**src/rtl/clock_ui_controller.sv**
```systemverilog
// User-interface front end for ps1_clock: button conditioning, mode/field
// sequencing, auto-repeating inc/dec strobes and buzzer arbitration.
module clock_ui_controller #(
  parameter int unsigned DEBOUNCE_CYCLES = 50000,
  parameter int unsigned HOLD_CYCLES     = 50000000,
  parameter int unsigned REPEAT_CYCLES   = 10000000,
  parameter int unsigned BUZZ_TIMEOUT_S  = 60
) (
  input  logic       clk,
  input  logic       reset,
  input  logic       tick_1hz,
  input  logic       btn_mode,
  input  logic       btn_select,
  input  logic       btn_start,
  input  logic       btn_inc,
  input  logic       btn_dec,
  input  logic       alarm_req,
  input  logic       timer_req,
  output logic [1:0] mode,
  output logic [1:0] selected,
  output logic       startstop,
  output logic       increment,
  output logic       decrement,
  output logic       buzzer,
  output logic [1:0] ring_src,
  output logic       silence_ack
);

  localparam int unsigned DW   = (DEBOUNCE_CYCLES > 1) ? $clog2(DEBOUNCE_CYCLES) : 1;
  localparam int unsigned CMAX = (HOLD_CYCLES > REPEAT_CYCLES) ? HOLD_CYCLES : REPEAT_CYCLES;
  localparam int unsigned CW   = (CMAX > 1) ? $clog2(CMAX) : 1;
  localparam int unsigned TW   = (BUZZ_TIMEOUT_S > 1) ? $clog2(BUZZ_TIMEOUT_S) : 1;

  localparam int unsigned B_MODE = 0;
  localparam int unsigned B_SEL  = 1;
  localparam int unsigned B_STRT = 2;
  localparam int unsigned B_INC  = 3;
  localparam int unsigned B_DEC  = 4;

  typedef enum logic [1:0] {IDLE, HOLD, REPEAT} rp_state_t;
  typedef enum logic [1:0] {BZ_IDLE, BZ_RING, BZ_MUTED} bz_state_t;

  logic [4:0]    raw;
  logic [4:0]    sync1_q, sync1_d, sync2_q, sync2_d;
  logic [4:0]    stable_q, stable_d, stable_dly_q, stable_dly_d;
  logic [DW-1:0] db_cnt_q [5];
  logic [DW-1:0] db_cnt_d [5];
  logic [4:0]    press;

  logic [1:0]    mode_q, mode_d, selected_q, selected_d;
  logic          startstop_q, startstop_d;
  logic          increment_q, increment_d, decrement_q, decrement_d;

  rp_state_t     rp_q, rp_d;
  logic [CW-1:0] rp_cnt_q, rp_cnt_d;
  logic          rp_inc_q, rp_inc_d;
  logic          lock_q, lock_d;
  logic          both_held, active_held;

  bz_state_t     bz_q, bz_d;
  logic [TW-1:0] sec_cnt_q, sec_cnt_d;
  logic          beep_phase_q, beep_phase_d;
  logic          alarm_prev_q, alarm_prev_d, timer_prev_q, timer_prev_d;
  logic          buzzer_q, buzzer_d;
  logic [1:0]    ring_src_q, ring_src_d;
  logic          silence_ack_q, silence_ack_d;
  logic          rise_a, rise_t, src_req;

  assign raw         = {btn_dec, btn_inc, btn_start, btn_select, btn_mode};
  assign press       = stable_q & ~stable_dly_q;
  assign both_held   = stable_q[B_INC] & stable_q[B_DEC];
  assign active_held = rp_inc_q ? stable_q[B_INC] : stable_q[B_DEC];
  assign rise_a      = alarm_req & ~alarm_prev_q;
  assign rise_t      = timer_req & ~timer_prev_q;
  assign src_req     = (ring_src_q == 2'd1) ? alarm_req : timer_req;

  always_comb begin
    sync1_d       = raw;
    sync2_d       = sync1_q;
    stable_d      = stable_q;
    stable_dly_d  = stable_q;
    db_cnt_d      = db_cnt_q;
    mode_d        = mode_q;
    selected_d    = selected_q;
    startstop_d   = 1'b0;
    increment_d   = 1'b0;
    decrement_d   = 1'b0;
    rp_d          = rp_q;
    rp_cnt_d      = rp_cnt_q;
    rp_inc_d      = rp_inc_q;
    lock_d        = lock_q;
    bz_d          = bz_q;
    sec_cnt_d     = sec_cnt_q;
    beep_phase_d  = beep_phase_q;
    alarm_prev_d  = alarm_req;
    timer_prev_d  = timer_req;
    ring_src_d    = ring_src_q;
    silence_ack_d = 1'b0;

    for (int unsigned i = 0; i < 5; i++) begin
      if (sync2_q[i] != stable_q[i]) begin
        if (db_cnt_q[i] == DW'(DEBOUNCE_CYCLES - 1)) begin
          stable_d[i] = ~stable_q[i];
          db_cnt_d[i] = '0;
        end else begin
          db_cnt_d[i] = db_cnt_q[i] + DW'(1);
        end
      end else begin
        db_cnt_d[i] = '0;
      end
    end

    if (press[B_MODE]) begin
      mode_d     = mode_q + 2'd1;
      selected_d = '0;
    end else if (press[B_SEL]) begin
      selected_d = selected_q + 2'd1;
    end

    if (press[B_STRT] && ring_src_q == 2'd0) startstop_d = 1'b1;

    // lock_q keeps presses ignored after an inc+dec chord until both are up
    if (both_held) lock_d = 1'b1;
    else if (!stable_q[B_INC] && !stable_q[B_DEC]) lock_d = 1'b0;

    if (press[B_MODE] || both_held) begin
      rp_d     = IDLE;
      rp_cnt_d = '0;
    end else begin
      case (rp_q)
        IDLE: begin
          if (!lock_q && press[B_INC]) begin
            increment_d = 1'b1;
            rp_inc_d    = 1'b1;
            rp_d        = HOLD;
            rp_cnt_d    = '0;
          end else if (!lock_q && press[B_DEC]) begin
            decrement_d = 1'b1;
            rp_inc_d    = 1'b0;
            rp_d        = HOLD;
            rp_cnt_d    = '0;
          end
        end
        HOLD, REPEAT: begin
          if (!active_held) begin
            rp_d     = IDLE;
            rp_cnt_d = '0;
          end else if ((rp_q == HOLD   && rp_cnt_q == CW'(HOLD_CYCLES - 1)) ||
                       (rp_q == REPEAT && rp_cnt_q == CW'(REPEAT_CYCLES - 1))) begin
            increment_d = rp_inc_q;
            decrement_d = ~rp_inc_q;
            rp_d        = REPEAT;
            rp_cnt_d    = '0;
          end else begin
            rp_cnt_d = rp_cnt_q + CW'(1);
          end
        end
        default: rp_d = IDLE;
      endcase
    end

    case (bz_q)
      BZ_IDLE: begin
        if (rise_a || rise_t) begin
          bz_d         = BZ_RING;
          ring_src_d   = rise_a ? 2'd1 : 2'd2;
          sec_cnt_d    = '0;
          beep_phase_d = 1'b0;
        end
      end
      BZ_RING: begin
        if (!src_req) begin
          bz_d       = BZ_IDLE;
          ring_src_d = '0;
        end else if (press[B_STRT] ||
                     (tick_1hz && sec_cnt_q == TW'(BUZZ_TIMEOUT_S - 1))) begin
          bz_d          = BZ_MUTED;
          ring_src_d    = '0;
          silence_ack_d = 1'b1;
        end else if (tick_1hz) begin
          beep_phase_d = ~beep_phase_q;
          sec_cnt_d    = sec_cnt_q + TW'(1);
        end
      end
      BZ_MUTED: begin
        if (!alarm_req && !timer_req) bz_d = BZ_IDLE;
      end
      default: bz_d = BZ_IDLE;
    endcase

    buzzer_d = (bz_d == BZ_RING) && !beep_phase_d;
  end

  always_ff @(posedge clk or posedge reset) begin
    if (reset) begin
      sync1_q       <= '0;
      sync2_q       <= '0;
      stable_q      <= '0;
      stable_dly_q  <= '0;
      db_cnt_q      <= '{default: '0};
      mode_q        <= '0;
      selected_q    <= '0;
      startstop_q   <= 1'b0;
      increment_q   <= 1'b0;
      decrement_q   <= 1'b0;
      rp_q          <= IDLE;
      rp_cnt_q      <= '0;
      rp_inc_q      <= 1'b0;
      lock_q        <= 1'b0;
      bz_q          <= BZ_IDLE;
      sec_cnt_q     <= '0;
      beep_phase_q  <= 1'b0;
      alarm_prev_q  <= 1'b0;
      timer_prev_q  <= 1'b0;
      buzzer_q      <= 1'b0;
      ring_src_q    <= '0;
      silence_ack_q <= 1'b0;
    end else begin
      sync1_q       <= sync1_d;
      sync2_q       <= sync2_d;
      stable_q      <= stable_d;
      stable_dly_q  <= stable_dly_d;
      db_cnt_q      <= db_cnt_d;
      mode_q        <= mode_d;
      selected_q    <= selected_d;
      startstop_q   <= startstop_d;
      increment_q   <= increment_d;
      decrement_q   <= decrement_d;
      rp_q          <= rp_d;
      rp_cnt_q      <= rp_cnt_d;
      rp_inc_q      <= rp_inc_d;
      lock_q        <= lock_d;
      bz_q          <= bz_d;
      sec_cnt_q     <= sec_cnt_d;
      beep_phase_q  <= beep_phase_d;
      alarm_prev_q  <= alarm_prev_d;
      timer_prev_q  <= timer_prev_d;
      buzzer_q      <= buzzer_d;
      ring_src_q    <= ring_src_d;
      silence_ack_q <= silence_ack_d;
    end
  end

  assign mode        = mode_q;
  assign selected    = selected_q;
  assign startstop   = startstop_q;
  assign increment   = increment_q;
  assign decrement   = decrement_q;
  assign buzzer      = buzzer_q;
  assign ring_src    = ring_src_q;
  assign silence_ack = silence_ack_q;

endmodule

```
**config.mk**
```make
export PLATFORM = sky130hd
export DESIGN_NAME = clock_ui_controller
export DESIGN_NICKNAME = d
export VERILOG_FILES = /design/src/rtl/clock_ui_controller.sv
export SDC_FILE = /design/constraint.sdc
export NUM_CORES = 1
export LEC_CHECK = 0
export ABC_CLOCK_PERIOD_IN_PS = 5800
export CORE_ASPECT_RATIO = 0.5
export CORE_MARGIN = 1
export CORE_UTILIZATION = 60
export DETAILED_ROUTE_END_ITERATION = 16
export DONT_BUFFER_PORTS = 1
export PLACE_DENSITY = 0.76
export SYNTH_ARGS = -nofsm -noshare
export SYNTH_HDL_FRONTEND = slang
export SYNTH_SLANG_ARGS = --single-unit
```
**constraint.sdc**
```tcl
create_clock -name clk -period 5.8 [get_ports clk]
set_input_delay 1.16 -clock clk [delete_from_list [all_inputs] [get_ports clk]]
set_output_delay 1.16 -clock clk [all_outputs]
set_load 0.02 [all_outputs]
```
* After elaboration in Yosys (flattened, before gate mapping) *
Index checks and enable logic that the tools add are counted.

word-level totals
  register bits = 152
  logic and storage cells = 183
  input port bits = 10
  output and inout port bits = 11

operators by class
  bitwise operators = 15
  add/subtract/negate cells = 9
  equal/unequal tests = 26
  reduce and logical (&&, ||, !) cells = 38
  muxes and demuxes = 65

operator list
  cell                     count
  $mux W16                 10
  $mux W26                 5
  $add A16 B1 Y16 const B  5
  $eq A16 B16 Y1 const B   5
  $pmux W26 S2             1
  $mux W2                  15
  $add A26 B1 Y26 const B  1
  $eq A26 B24 Y1 const B   1
  $eq A26 B26 Y1 const B   1
  $mux W6                  4
  $mux W1                  23
  $reduce_and A2 Y1        7
  $pmux W6 S2              1
  $not A1 Y1               10
  $logic_and A1 B1 Y1      9
  $eq A2 B1 Y1 const B     4
  $ne A2 B2 Y1 const B     4
  $ne A4 B4 Y1 const B     2
  $pmux W2 S2              2
  $reduce_bool A2 Y1       4
  $add A6 B1 Y6 const B    1
  $eq A6 B6 Y1 const B     1
  $logic_not A1 Y1         6
  $logic_not A2 Y1         3
  other kinds (14)         28

* Logic depth before layout (Yosys ltp) *
  word-level depth = 8
  mapped depth = 9
  mapped depth without buffers = 7

* Least setup slack after synthesis *
No wires, ideal clock.

  path type = input -> register
  start point = input port alarm_req
  end point = register buzzer_q, in the netlist buzzer
  cell stages on the path = 6
  setup time = 0.120 ns
  slack = 3.326 ns
  arrival = 2.353 ns
  data required time = 5.680 ns
  buffers on the path = 1
  cell sequence = nor2b_1 o21a_1 a31oi_1 clkbuf_1 nor3_1 o211a_1

on the way
  word-level cells in the longest chain between the ends = 6
  elaborated cells on any way between the ends = 15
  those cells by class = eq/ne (1); mux (8); bitwise (1); reduce/logical (5)

RTL lines
  element                                                           RTL line  text
  from (decl)                                                       17        input logic alarm_req,
  $and A1 B1 Y1 / $logic_not A1 Y1 (equally long branches)          73, 186
  $logic_or A1 B1 Y1 / $logic_and A1 B1 Y1 (equally long branches)  164, 186
  $mux W2, or another cell as far along                             164       if (rise_a || rise_t) begin
  $pmux W2 S3 / $pmux W1 S2 (equally long branches)                 162       case (bz_q)
  $eq A2 B1 Y1 / $logic_not A1 Y1 (equally long branches)           191       buzzer_d = (bz_d == BZ_RING) && !beep_phase_d;
  $logic_and A1 B1 Y1 (*)                                           191
  via buzzer_d                                                      64        logic buzzer_q, buzzer_d;
  to (signal assigned)                                              238       buzzer_q <= buzzer_d;
  to (decl)                                                         64

The timed path passes the listed nets; every way through them passes the cells marked *.
A chain may end at the register's enable or synchronous reset.

* Worst setup path after layout *
  start point = register stable_q[0], in the netlist stable_dly_d[0]
  end point = register rp_cnt_q[25]

on the way
  word-level cells in the longest chain between the ends = 4
  elaborated cells on any way between the ends = 6
  those cells by class = eq/ne (1); mux (1); bitwise (1); reduce/logical (3)

RTL lines
  element                                                              RTL line  text
  from (decl)                                                          45        logic [4:0] stable_q, stable_d, stable_dly_q, stable_dly_d;
  from (signal assigned)                                               221       stable_q <= stable_d;
  $and A5 B5 Y5 (*)                                                    70        assign press = stable_q & ~stable_dly_q;
  $logic_or A1 B1 Y1 (*)                                               126       if (press[B_MODE] || both_held) begin
  $ne A4 B4 Y1 (no line) / $reduce_bool A3 Y1 (equally long branches)  --
  $reduce_and A2 Y1 (no line)                                          --
  to (signal assigned)                                                 230       rp_cnt_q <= rp_cnt_d;
  to (decl)                                                            55        logic [CW-1:0] rp_cnt_q, rp_cnt_d;

Every way passes the cells marked *; elsewhere a longest branch is shown, timed or not.

==> flow_summary.toml <==
[setup_path]
worst-path-buf-inv = 0
r2r_slack_ns = 3.05
crit_path_end = "rp_cnt_q[25]"
worstSetupPathType = "flip-flop to flip-flop"
cpPeakStageDelay_ns = 0.72
crit_start = "stable_dly_d[0]"
reg2reg_from = "stable_dly_d[0]"
arrival_ns = 3.02
rr_endpoint = "rp_cnt_q[25]"
cp_max_fo = 17
path_cells = "nor2b_1, nor3_2, and2_1, a21oi_2, nor2_1"
worstPathRequired_ns = 6.06
start_kind = "flip-flop"
critPathTopFamily = "simple AND/OR/NAND/NOR gates"
cp.depth = 5
critPathCaptureType = "flip-flop"
crit_path_top_delay_cell = "nor2b_1"
rr_worst_depth = 5

[sta]
slew_headroom = 0.303
setup-tns-final_ns = 0
hold_viol_final = 0
finalSetupViolations = 0
rsz0062_at_grt = "false"
slew_viol_final = 0
worst_pin_slew_ns = 1.04
skew_ns = 0.00899
min_period_ns = 2.75
period_share = 0.475
timing.fmax_mhz = 363

[synth]
syn_inst = 710
async_reset_ff_frac = 1.00
synth_fa_ha_area_frac = 0.0227
yosysUniqueCellTypes = 55
synth_top_area_share = 0.531
synthXorXnorAreaFrac = 0.111
syn_avg_cell_area_um2 = 10.1
yosysWarnings = 0
synth_simple_gate_area_frac = 0.237
synth_compound_area_frac = 0.0702
synth_edf_count = 0
ys.flop_type = "dfrtp_1"
synth_top_family_by_area = "simple AND/OR/NAND/NOR gates"
synth-seq-cells = 152
synth_top_cell_by_area = "dfrtp_1"
syn-num-nets = 733
synth_area_um2 = 7170
synth.most_common_cell = "dfrtp_1"
synth_common_cells = "152 x dfrtp_1, 118 x nor2_1, 62 x nand2_1, 51 x nand3_1, 46 x xor2_1"
ys_seq_area_frac = 0.531
synthMuxAreaShare = 0.0110
ys_top_cells_by_area = "dfrtp_1 53%, nor2_1 6.2%, xor2_1 5.6%"

[cells_and_area]
layout-drive-gt1-share = 0.0687
instances_no_fill = 887
syn_to_final_growth_pct = 10.0
nNetsFinal = 738
diodes = 0

[clock_tree]
htreeDepth = 4
post_cts_buffers = 0
cts_root_buf = "clkbuf_16"
cts_buffers = 17
cts_tree = "yes"
hold_buffers = 0
clkTransAtPathRegs_ns = 0.06
cts.repair.resized = 0
cts.sinks = 152
clockBufferDepth = 2
clkLatencyLatePin_ns = 0.42

[detailed_routing]
wl_met2_um = 6310
wl_met1_um = 6360
wire_per_inst_um = 14.9
vias_per_cell = 5.70
vias = 5056
ant_nets = 0
dr_wl_met3_um = 400
drt_iter0_drc = 270
drc = 0
drtPass1Iterations = 5
route.top_layer_used = "met4"
routed_wl_um = 13200

[placed_design]
gp_congestion = 0.830
place_inst = 855
place.detailed.hpwl_um = 8550
portBuffers = 0

[grt]
grt_max_degree = 93
grt_util_all_layers = 0.233
grt_overflow = 0
grt_pass1_wl_um = 22600
antenna_found_initial = 0
grt_pass1_vias = 4789

[pwr]
vdd.ir_drop.worst_mv = 0.155
power_density_nw_per_um2 = 293
cellLeakagePower_nw = 3.41

[outcome]
status = "finished, final reports clean"

[run]
cap_violations = 0

[floorplan]
initial_utilization = 0.633
die_w_um = 157
die_area_um2 = 12400
io_pins = 21
fp.coreArea_um2 = 11300
die_h_um = 79.3
rows = 27

[hold_path]
min_delay_path_depth = 0
hold_class = "flip-flop to flip-flop"
-- kinds of logic after synthesis --
family | Yosys count
and+or+nand+nor | 349
DFF | 152
xor gates and xnor gates | 91
AOI/OAI and AO/OA | 68
buffers and inverters | 30
adders and majority gates | 13
muxes | 7
-- per-stage QoR --
stage | hold WS, ns | util | total power [mW] | area, µm² | setup slack [ns]
2_1_floorplan | 0.331 | - | 1.25 | 7170 | 0.547
3_3_place_gp | 0.333 | 0.646 | 1.27 | 7310 | 3.07
3_5_place_dp | 0.336 | 0.646 | 1.28 | 7310 | 3.00
4_1_cts | 0.351 | 0.697 | 2.33 | 7880 | 2.99
5_1_grt | 0.363 | 0.697 | 2.39 | 7880 | 2.76
6_report | 0.350 | 0.697 | 2.31 | 7880 | 3.05
-- per-layer routing --
layer | vias up | GRT usage
met5 | - | 0
met4 | 0 | 0.0765
met3 | 16 | 0.0459
met2 | 82 | 0.384
met1 | 2474 | 0.314
li1 | 2484 | -
-- worst register-to-register path, cell delays in order (launching register included) --
cell     delay [ns]
dfrtp_1        0.39
nor2b_1        0.72
nor3_2         0.32
and2_1         0.41
a21oi_2        0.63
nor2_1         0.14
-- worst min-delay path by stage --
stage / startpoint / endpoint / slack, ns
finish: sync1_q[4] / sync2_q[4] / 0.35
global route: sync1_q[4] / sync2_q[4] / 0.36
CTS: sync1_q[4] / sync2_q[4] / 0.35
detailed placement: sync1_q[4] / sync2_q[4] / 0.34
global placement: sync1_q[4] / sync2_q[4] / 0.33
floorplan: sync1_q[0] / sync2_q[0] / 0.33
-- report_power, final --
group / internal [mW] / switching, mW
combinational: 0.0386 / 0.0801
sequential: 1.10 / 0.0429
clock: 0.598 / 0.452
-- sequential cells by signal, indices dropped and copies added, names as in the netlist, 2 cells and up --
register      flops
db_cnt_q         80
rp_cnt_q         26
sec_cnt_q         6
stable_dly_d      5
stable_dly_q      5
sync1_q           5
sync2_q           5
bz_q              2
mode              2
ring_src          2
rp_q              2
selected          2
-- layout make-up --
type / count / area, µm²
Multi-Input combinational cell: 528 / 3240
Tap cell: 159 / 199
Fill cell: 844 / 3430
Clock buffer: 17 / 425
Timing Repair Buffer: 1 / 7.51
Sequential cell: 152 / 3800
Inverter: 15 / 61.3
Clock inverter: 15 / 145
-- cells in the final DEF (no fill, tap or decap), types with 9 or more instances in the layout --
cell	n
o21ai_1	9
or4_1	9
nand2_1	62
nand4_1	19
xor2_1	46
nand3_1	51
clkbuf_16	17
ha_1	13
nor2b_1	9
nor3_1	18
and3_1	23
xnor2_1	45
dfrtp_1	152
nor2_1	118
inv_1	14
No activity file was read; power rests on OpenSTA's default activity.
